===== config.mk =====
export PLATFORM = sky130hd
export DESIGN_NAME = spi_arbiter
export DESIGN_NICKNAME = d
export VERILOG_FILES = /design/src/rtl/spi_pkg.sv /design/src/rtl/spi_rr_arbiter.sv /design/src/rtl/spi_arbiter.sv
export SDC_FILE = /design/constraint.sdc
export NUM_CORES = 1
export LEC_CHECK = 0
export BUFFER_PORTS_ARGS = -buffer_cell sky130_fd_sc_hd__buf_2
export CAP_MARGIN = 20
export CORE_UTILIZATION = 50
export CTS_BUF_LIST = sky130_fd_sc_hd__clkbuf_8
export CTS_CLUSTER_DIAMETER = 150
export DETAILED_ROUTE_END_ITERATION = 16
export HOLD_SLACK_MARGIN = 0.15
export PLACE_DENSITY = 0.82
export SETUP_SLACK_MARGIN = 0.2
export SYNTH_ARGS = -nofsm -noshare
export SYNTH_HDL_FRONTEND = slang
export SYNTH_SLANG_ARGS = --single-unit

===== constraint.sdc =====
create_clock -name clk -period 2.6 [get_ports clk]
set_input_delay 0.52 -clock clk [delete_from_list [all_inputs] [get_ports clk]]
set_output_delay 0.52 -clock clk [all_outputs]
set_load 0.05 [all_outputs]

===== src/rtl/spi_pkg.sv =====
// Shared definitions for the SPI master arbiter: FSM encoding, descriptor
// field widths and default timeout budgets.
package spi_pkg;

  localparam int MODE_W = 2;
  localparam int CMD_W  = 6;
  localparam int LEN_W  = 10;

  localparam int DEF_START_TO = 4096;
  localparam int DEF_XFER_TO  = 2_000_000;

  localparam logic [2:0] S_IDLE    = 3'd0;
  localparam logic [2:0] S_START   = 3'd1;
  localparam logic [2:0] S_BUSY    = 3'd2;
  localparam logic [2:0] S_DONE    = 3'd3;
  localparam logic [2:0] S_RECOVER = 3'd4;

  typedef struct packed {
    logic [MODE_W-1:0] mode;
    logic              clk_ss;
    logic [CMD_W-1:0]  cmd_len;
    logic [LEN_W-1:0]  send_len;
    logic [CMD_W-1:0]  resp_len;
    logic [LEN_W-1:0]  recv_len;
  } spi_desc_t;

endpackage


===== src/rtl/spi_rr_arbiter.sv =====
// Round-robin one-hot picker: searches upward from ptr, and moves ptr just
// past the winner when the caller commits a grant.
module spi_rr_arbiter #(
  parameter int N  = 3,
  parameter int IW = (N > 1) ? $clog2(N) : 1
) (
  input  logic          clk,
  input  logic          rst,
  input  logic [N-1:0]  req_i,
  input  logic          adv_i,
  output logic [N-1:0]  gnt_o,
  output logic [IW-1:0] idx_o
);

  logic [IW-1:0] ptr_q, ptr_d;
  logic          found;
  int            j;

  always_comb begin
    gnt_o = '0;
    idx_o = '0;
    found = 1'b0;
    j     = 0;
    for (int k = 0; k < N; k++) begin
      j = (int'(ptr_q) + k) % N;
      if (!found && req_i[j]) begin
        found    = 1'b1;
        gnt_o[j] = 1'b1;
        idx_o    = IW'(j);
      end
    end
  end

  always_comb begin
    ptr_d = ptr_q;
    if (adv_i) ptr_d = (idx_o == IW'(N - 1)) ? '0 : idx_o + IW'(1);
  end

  always_ff @(posedge clk) begin
    if (rst) ptr_q <= '0;
    else     ptr_q <= ptr_d;
  end

endmodule


===== src/rtl/spi_arbiter.sv =====
// Shares one SPI master among N requesters: round-robin grant, descriptor
// latching, start/transfer watchdogs and master reset on timeout.
module spi_arbiter
  import spi_pkg::*;
#(
  parameter int N        = 3,
  parameter int START_TO = DEF_START_TO,
  parameter int XFER_TO  = DEF_XFER_TO
) (
  input  logic                 clk,
  input  logic                 rst,
  input  logic [N-1:0]         req,
  input  logic [MODE_W*N-1:0]  req_mode,
  input  logic [N-1:0]         req_clk_ss,
  input  logic [CMD_W*N-1:0]   req_cmd_len,
  input  logic [LEN_W*N-1:0]   req_send_len,
  input  logic [CMD_W*N-1:0]   req_resp_len,
  input  logic [LEN_W*N-1:0]   req_recv_len,
  output logic [N-1:0]         gnt,
  output logic [N-1:0]         done,
  output logic [N-1:0]         err,
  output logic                 spi_start,
  output logic [MODE_W-1:0]    spi_mode,
  output logic                 spi_clk_ss,
  output logic [CMD_W-1:0]     spi_cmd_len,
  output logic [LEN_W-1:0]     spi_send_len,
  output logic [CMD_W-1:0]     spi_resp_len,
  output logic [LEN_W-1:0]     spi_recv_len,
  output logic                 spi_rst,
  input  logic                 spi_busy,
  input  logic                 spi_valid
);

  localparam int IW = (N > 1) ? $clog2(N) : 1;
  localparam int CW = $clog2(XFER_TO + 1);

  logic [2:0]    state_q, state_d;
  logic [N-1:0]  gnt_q, gnt_d, done_q, done_d, err_q, err_d;
  logic          start_q, start_d, srst_q, srst_d;
  spi_desc_t     desc_q, desc_d, pick_desc;
  logic [CW-1:0] cnt_q, cnt_d;
  logic          busy_prev_q, valid_prev_q;
  logic          adv, xfer_end;
  logic [N-1:0]  pick_gnt;
  logic [IW-1:0] pick_idx;

  spi_rr_arbiter #(.N(N), .IW(IW)) u_rr (
    .clk   (clk),
    .rst   (rst),
    .req_i (req),
    .adv_i (adv),
    .gnt_o (pick_gnt),
    .idx_o (pick_idx)
  );

  always_comb begin
    pick_desc.mode     = req_mode[int'(pick_idx)*MODE_W +: MODE_W];
    pick_desc.clk_ss   = req_clk_ss[pick_idx];
    pick_desc.cmd_len  = req_cmd_len[int'(pick_idx)*CMD_W +: CMD_W];
    pick_desc.send_len = req_send_len[int'(pick_idx)*LEN_W +: LEN_W];
    pick_desc.resp_len = req_resp_len[int'(pick_idx)*CMD_W +: CMD_W];
    pick_desc.recv_len = req_recv_len[int'(pick_idx)*LEN_W +: LEN_W];
  end

  // Either status edge marks the end of a transfer; it outranks a watchdog expiry.
  assign xfer_end = (spi_valid & ~valid_prev_q) | (~spi_busy & busy_prev_q);

  always_comb begin
    state_d = state_q;
    gnt_d   = gnt_q;
    done_d  = '0;
    err_d   = '0;
    start_d = start_q;
    srst_d  = 1'b0;
    desc_d  = desc_q;
    cnt_d   = cnt_q;
    adv     = 1'b0;
    case (state_q)
      S_IDLE: begin
        if (|req) begin
          adv     = 1'b1;
          gnt_d   = pick_gnt;
          desc_d  = pick_desc;
          start_d = 1'b1;
          cnt_d   = '0;
          state_d = S_START;
        end
      end
      S_START: begin
        if (spi_busy) begin
          start_d = 1'b0;
          cnt_d   = '0;
          state_d = S_BUSY;
        end else if (cnt_q == CW'(START_TO - 1)) begin
          err_d   = gnt_q;
          start_d = 1'b0;
          srst_d  = 1'b1;
          gnt_d   = '0;
          cnt_d   = '0;
          state_d = S_RECOVER;
        end else begin
          cnt_d = cnt_q + CW'(1);
        end
      end
      S_BUSY: begin
        if (xfer_end) begin
          done_d  = gnt_q;
          gnt_d   = '0;
          state_d = S_DONE;
        end else if (cnt_q == CW'(XFER_TO - 1)) begin
          err_d   = gnt_q;
          srst_d  = 1'b1;
          gnt_d   = '0;
          cnt_d   = '0;
          state_d = S_RECOVER;
        end else begin
          cnt_d = cnt_q + CW'(1);
        end
      end
      S_DONE: state_d = S_IDLE;
      S_RECOVER: begin
        // Two cycles with nobody granted while the master comes out of reset.
        if (cnt_q == CW'(1)) state_d = S_IDLE;
        else                 cnt_d   = cnt_q + CW'(1);
      end
      default: state_d = S_IDLE;
    endcase
  end

  always_ff @(posedge clk) begin
    if (rst) begin
      state_q      <= S_IDLE;
      gnt_q        <= '0;
      done_q       <= '0;
      err_q        <= '0;
      start_q      <= 1'b0;
      srst_q       <= 1'b0;
      desc_q       <= '0;
      cnt_q        <= '0;
      busy_prev_q  <= 1'b0;
      valid_prev_q <= 1'b0;
    end else begin
      state_q      <= state_d;
      gnt_q        <= gnt_d;
      done_q       <= done_d;
      err_q        <= err_d;
      start_q      <= start_d;
      srst_q       <= srst_d;
      desc_q       <= desc_d;
      cnt_q        <= cnt_d;
      busy_prev_q  <= spi_busy;
      valid_prev_q <= spi_valid;
    end
  end

  assign gnt          = gnt_q;
  assign done         = done_q;
  assign err          = err_q;
  assign spi_start    = start_q;
  assign spi_rst      = srst_q;
  assign spi_mode     = desc_q.mode;
  assign spi_clk_ss   = desc_q.clk_ss;
  assign spi_cmd_len  = desc_q.cmd_len;
  assign spi_send_len = desc_q.send_len;
  assign spi_resp_len = desc_q.resp_len;
  assign spi_recv_len = desc_q.recv_len;

endmodule


Word-level counts from Yosys, hierarchy flattened
Cells that the tools add are included.
W data, S select, Z words.
{ "classes": {"addsub": 4, "mul": 2, "n_div": 3, "magnitude_cmp": 7, "eq_ne": 15, "shifts": 5, "n_mux": 62, "n_bitwise": 9, "reduce_logical": 18} }
{ "op_table": {"columns": ["op", "n"], "rows": [
  ["$mux W21", 6],
  ["$ge A32 B1 Y1 const B", 3],
  ["$lt A32 B4 Y1 const B", 3],
  ["$pmux W21 S4", 1],
  ["$mod A32 B3 Y32 const B", 2],
  ["$mux W3", 18],
  ["$mod A3 B3 Y32 const B", 1],
  ["$shiftx A18 B32 Y6", 1],
  ["$shiftx A30 B32 Y10", 1],
  ["$shiftx A30 B7 Y10", 1],
  ["$add A21 B1 Y21 const B", 1],
  ["$eq A21 B1 Y1 const B", 1],
  ["$eq A21 B12 Y1 const B", 1],
  ["$eq A21 B21 Y1 const B", 1],
  ["$mux W1", 21],
  ["$shiftx A18 B6 Y6", 1],
  ["$ne A2 B2 Y1 const B", 6],
  ["$pmux W3 S4", 1],
  ["$pmux W3 S3", 1],
  ["$bmux W1 S2", 4],
  ["$mux W2", 4],
  ["$reduce_and A4 Y1", 2],
  ["$demux W1 S2", 3],
  ["$ne A3 B3 Y1 const B", 2],
  ["27 further kinds", 39]
]} }
{ "totals": {"reg_bits": 74, "latch_bits": 0, "ramBits": 0, "rom_bits": 0, "in_bits": 112, "n_memories": 0} }

Longest topological paths before layout
{ "logic_depth": {"ltp_word": 13, "ltp_mapped": 11} }

Hierarchy
From an unflattened synthesis, not the netlist that was laid out.
{ "unflattened": {"hier_cells": 497, "area_unflattened_um2": 4124.0} }
{ "by_module_without_submodules": {"columns": ["mod", "instances", "cells_each", "area_each_um2"], "rows": [
  ["spi_arbiter", 1, 451, 3762.4],
  ["spi_rr_arbiter", 1, 46, 361.6]
]} }

Worst setup path before layout
Ideal clock, no wire load.
{ "synth_timing": {"path_type": "register to register", "start": "register u_rr.ptr_q[0]", "end": "register desc_q (netlist bit spi_clk_ss)", "setup_ns": 0.087, "arrival_ns": 2.219, "slack_ns": 0.294, "path_stages_with_launch": 12, "path_buffers": 3, "cell_sequence": "dfxtp_1 > inv_1 > ha_1 > clkbuf_1 > nor4bb_1 > a21oi_1 > o32ai_1 > a21o_1 > buf_2 > clkbuf_1 > a32oi_1 > o31ai_1"} }
{ "synth_between": {"elab_chain_len": 13, "word_cells_on_any_way": 25} }
{ "synth_lines": {"columns": ["element", "line_no", "source"], "rows": [
  ["start: declaration", "spi_rr_arbiter.sv:15", "logic [IW-1:0] ptr_q, ptr_d;"],
  ["start signal: assignment", "spi_rr_arbiter.sv:41", "else ptr_q <= ptr_d;"],
  ["branches (longest 10 deep; another with $mod A32 B3 Y32)", null, null],
  ["$mux W2 *", "spi_rr_arbiter.sv:26", "if (!found && req_i[j]) begin"],
  ["$bmux W1 S2 *", "spi_arbiter.sv:58", "pick_desc.clk_ss = req_clk_ss[pick_idx];"],
  ["$mux W1 (implied by the code) *", "spi_arbiter.sv:58", null],
  ["end signal: assignment", "spi_arbiter.sv:149", "desc_q <= desc_d;"],
  ["end: declaration", "spi_arbiter.sv:40", "spi_desc_t desc_q, desc_d, pick_desc;"]
]} }
Mark *: on every way between the ends. The select of a mux whose other input is x is not followed.
A chain may end at the register's enable or synchronous reset.

Worst setup path in the final report
{ "layout_timing": {"start": "register cnt_q[19]", "end": "register cnt_q[13]"} }
{ "layout_between": {"elab_chain_len": 4, "word_cells_on_any_way": 10} }
{ "layout_lines": {"columns": ["element", "line_no", "source"], "rows": [
  ["start: declaration", "spi_arbiter.sv:41", "logic [CW-1:0] cnt_q, cnt_d;"],
  ["start signal: assignment", "spi_arbiter.sv:150", "cnt_q <= cnt_d;"],
  ["$eq A21 B21 Y1 or $eq A21 B12 Y1 (tied branches)", "spi_arbiter.sv:110, spi_arbiter.sv:94", null],
  ["$mux W21 (on tied branches)", "spi_arbiter.sv:110, spi_arbiter.sv:94", null],
  ["$mux W21 (on tied branches)", "spi_arbiter.sv:106, spi_arbiter.sv:90", null],
  ["$pmux W21 S4", "spi_arbiter.sv:78", "case (state_q)"]
]} }
Several ways; a longest one is shown, not always the timed one. The select of a mux whose other input is x is not followed.

==> results.md <==
- Sequential power share: 35.4%
- Post-DP HPWL: 7.83 mm
- P_leak: 2.29 nW
- Synthesis warning total: 0
- Via count: 4072
- Unique masters post-synth: between 50 and 60
- Max-Cap Viols: 0
- Avg Cell Area, Syn: 9.24 um2
- Power Dens Cells: between 700 and 800 nW/um2
- Synth-to-Final Area Change: 28.4%
- Hold Buf Count CTS: 0
- Global router's overall resource usage: 26.2%
- Status: completed
- Fin nets: just under 700
- Commonest non-fill, non-tap cell in the layout: buf_2
- DP Area: 4840 um2
- DIE WIDTH: around 90 um
- Crit path arrival time: 2.55 ns
- Setup TNS: 0 ns
- CP Max Fanout: 9
- Die area: 8330 um2
- Slew headroom: 71.7%
- Per-cell routed wire length: 16.1 um
- Worst-skew pair later-pin latency: 0.34 ns
- VDD IR max: 0.460 mV
- Global Route met2 Usage: around 45%
- Fin util: 66.2%
- Row count: 32
- Number of H-tree levels: 3
- Reg clk slew, reported paths: roughly 0.080 ns
- Syn Inst Count: roughly 430
- Largest net degree at the start of global routing: 39
- Startpoint types: flop
- Vias per std cell: 5.95
- Initial antenna violation count: 0
- # IOs: 158
- Kind of critical path: reg -> reg
- Drt drc: 0
- Layout cell share with drive strength beyond 1: 35.9%
- Fmax: 431 MHz
- Clock Tree Buf Depth: 2
- IO Port Bufs: 157
- Final min period: about 2.3 ns
- GRT busiest layer: met2
- Sw Pwr: 1.69 mW
- Switching Fraction: 42.2%
- Register Area: 1480 um2
- Synthesized flop and latch total: 74
- Wirelength, routed: about 11 mm
- Met1 GRT Util: 32.5%
- First-pass GRT wire length: 17.6 mm
- TritonRoute pass-1 iters: 5
- Clock Skews: between 0.006 and 0.007 ns
- Clock root buffer: clkbuf_8
- # fillers: 646
- TritonCTS Sinks: 74
- Met3 Use GR: 5.95%
- Area leader, netlist: dfxtp_1
- Vert. Die Dim: 91.2 um
- Fin. max-slew vios: 0
- Internal Power: 2.31 mW
- 1st-iter DRT viols: 288
- Power, Total: 4.00 mW
- Comb power frac: 43.8%
- Worst slew pin tran: 0.423 ns
- Final period util: 89.3%
- Multi-input gate area: 2320 um2
- CTS Buf Count: 9
- CP required: 2.83 ns
- CP endpoint kind: flop
- RePlAce Congestion: ~0.84
- Post-synthesis sequential area ratio: around 37%
- RSZ-0062 raised after global routing: no
- Starting Density: roughly half
- N_diodes: 0
- EDFF count, synth: 0
- Mapped Nets: 549
- Top cell type's share of synthesized area: 37.2%
- Clock share of power: roughly a fifth
- DRT antenna net count: 0
- Hold/Removal Path Class: in -> reg
- Final Hold Viols: 0
- CTS tree: done
- Post-synth ARST share: 0%
- CORE AREA: 7730 um2
- Final instance area: 5110 um2
- Aggregate global routing overflow: 0
- Largest cells by area after synthesis: dfxtp_1, mux2i_1, a32oi_1, o31ai_1, nor2_1
- Number of global-route vias before repair: approximately 3700
- Commonest non-fill, non-tap cells in the layout: buf_2, dfxtp_1, o31ai_1, a32oi_1, mux2i_1
- Top_reg_cell synth: dfxtp_1
- Post-synthesis cell area: 3980 um2
- Final Setup Violations: 0
## flip-flops by register name, summed over array words and instances, names as in the netlist
name	flops
cnt_q	21
spi_recv_len	10
spi_send_len	10
spi_cmd_len	6
spi_resp_len	6
done	3
err	3
gnt	3
state_q	3
spi_mode	2
u_rr.ptr_q	2
busy_prev_q	1
spi_clk_ss	1
spi_rst	1
spi_start	1
valid_prev_q	1
## worst paths after layout
path,start,endpoint,slack (ns),depth (start not counted)
min reg2reg,spi_cmd_len[3],spi_cmd_len[3],0.47,2
max,cnt_q[19],cnt_q[13],0.28,7
min,req_recv_len[17],spi_recv_len[7],0.41,3
max reg2reg,cnt_q[19],cnt_q[13],0.28,7
## cell type report
cell class,instances,share of cell area [%]
Inverter,10,0.734
Sequential cell,74,29.0
Multi-Input combinational cell,309,45.3
Clock inverter,3,0.440
Timing Repair Buffer,174,18.8
Clock buffer,12,3.23
Tap cell,102,2.50
## through the flow
step,hold WS [ns],cells,setup slack [ns]
after floorplan,0.469,431,0.294
final,0.405,684,0.277
after global placement,0.441,667,0.283
after global routing,0.394,684,0.181
after CTS,0.388,683,0.262
after detailed placement,0.446,667,0.184
## cell families after synthesis
logic type / count (synthesis) / synth area share, %
compound gates: 126 / 24.0
buf+inv: 48 / 6.22
xor+xnor: 11 / 2.42
fa+ha+maj: 6 / 1.88
mux: 36 / 9.05
flops: 74 / 37.2
simple gates: 130 / 19.2
## per-layer routing
metal	part of all wire (%)	vias to the layer above	wire length, um
met5	0	-	0
met4	1.8	0	202
met3	4.9	22	541
met2	51	152	5670
met1	42	1949	4610
li1	-	1949	-
## power by group through the flow
| stage | combinational (mW) | sequential, mW | clock, mW |
|---|---|---|---|
| 3_5_place_dp | 1.67 | 1.44 | 0 |
| 4_1_cts | 1.73 | 1.41 | 0.862 |
| 3_3_place_gp | 1.64 | 1.43 | 0 |
| 5_1_grt | 1.85 | 1.43 | 0.918 |
| 2_1_floorplan | 0.760 | 1.94 | 0 |
| 6_report | 1.75 | 1.41 | 0.833 |
## cells in the mapped netlist (2+ instances only)
cell type / n
a21oi_1: 19
a31oi_1: 6
a32oi_1: 37
and2_1: 9
and3_1: 3
buf_2: 13
buf_6: 3
clkbuf_1: 17
clkbuf_8: 2
dfxtp_1: 74
ha_1: 6
inv_1: 10
mux2i_1: 36
nand2_1: 15
nand2b_1: 4
nand3_1: 15
nand3b_1: 5
nand4_1: 11
nand4bb_1: 2
nor2_1: 29
nor2b_1: 6
nor3_1: 6
nor3b_1: 4
nor4_2: 2
nor4b_1: 3
o21a_1: 2
o21ai_0: 7
o22ai_1: 2
o2bb2ai_1: 3
o31ai_1: 38
or3_1: 4
or4_1: 2
or4_4: 2
or4b_1: 2
xnor2_1: 3
xor2_1: 8
## worst max-delay path, cell delays in order (launching register included)
cell      delay [ns]
dfxtp_1         0.35
or4_4           0.57
nor4_4          0.32
a21oi_2         0.13
a211o_4         0.34
o21bai_4        0.21
buf_4           0.21
a21oi_1         0.06
## timing repair
action	CTS	global route
resized for setup	1	7
cloned	1	0
pin swaps	0	2
endpoints found under the setup margin	7	51
buffers inserted	0	1
Power figures use the tool's default switching activity.
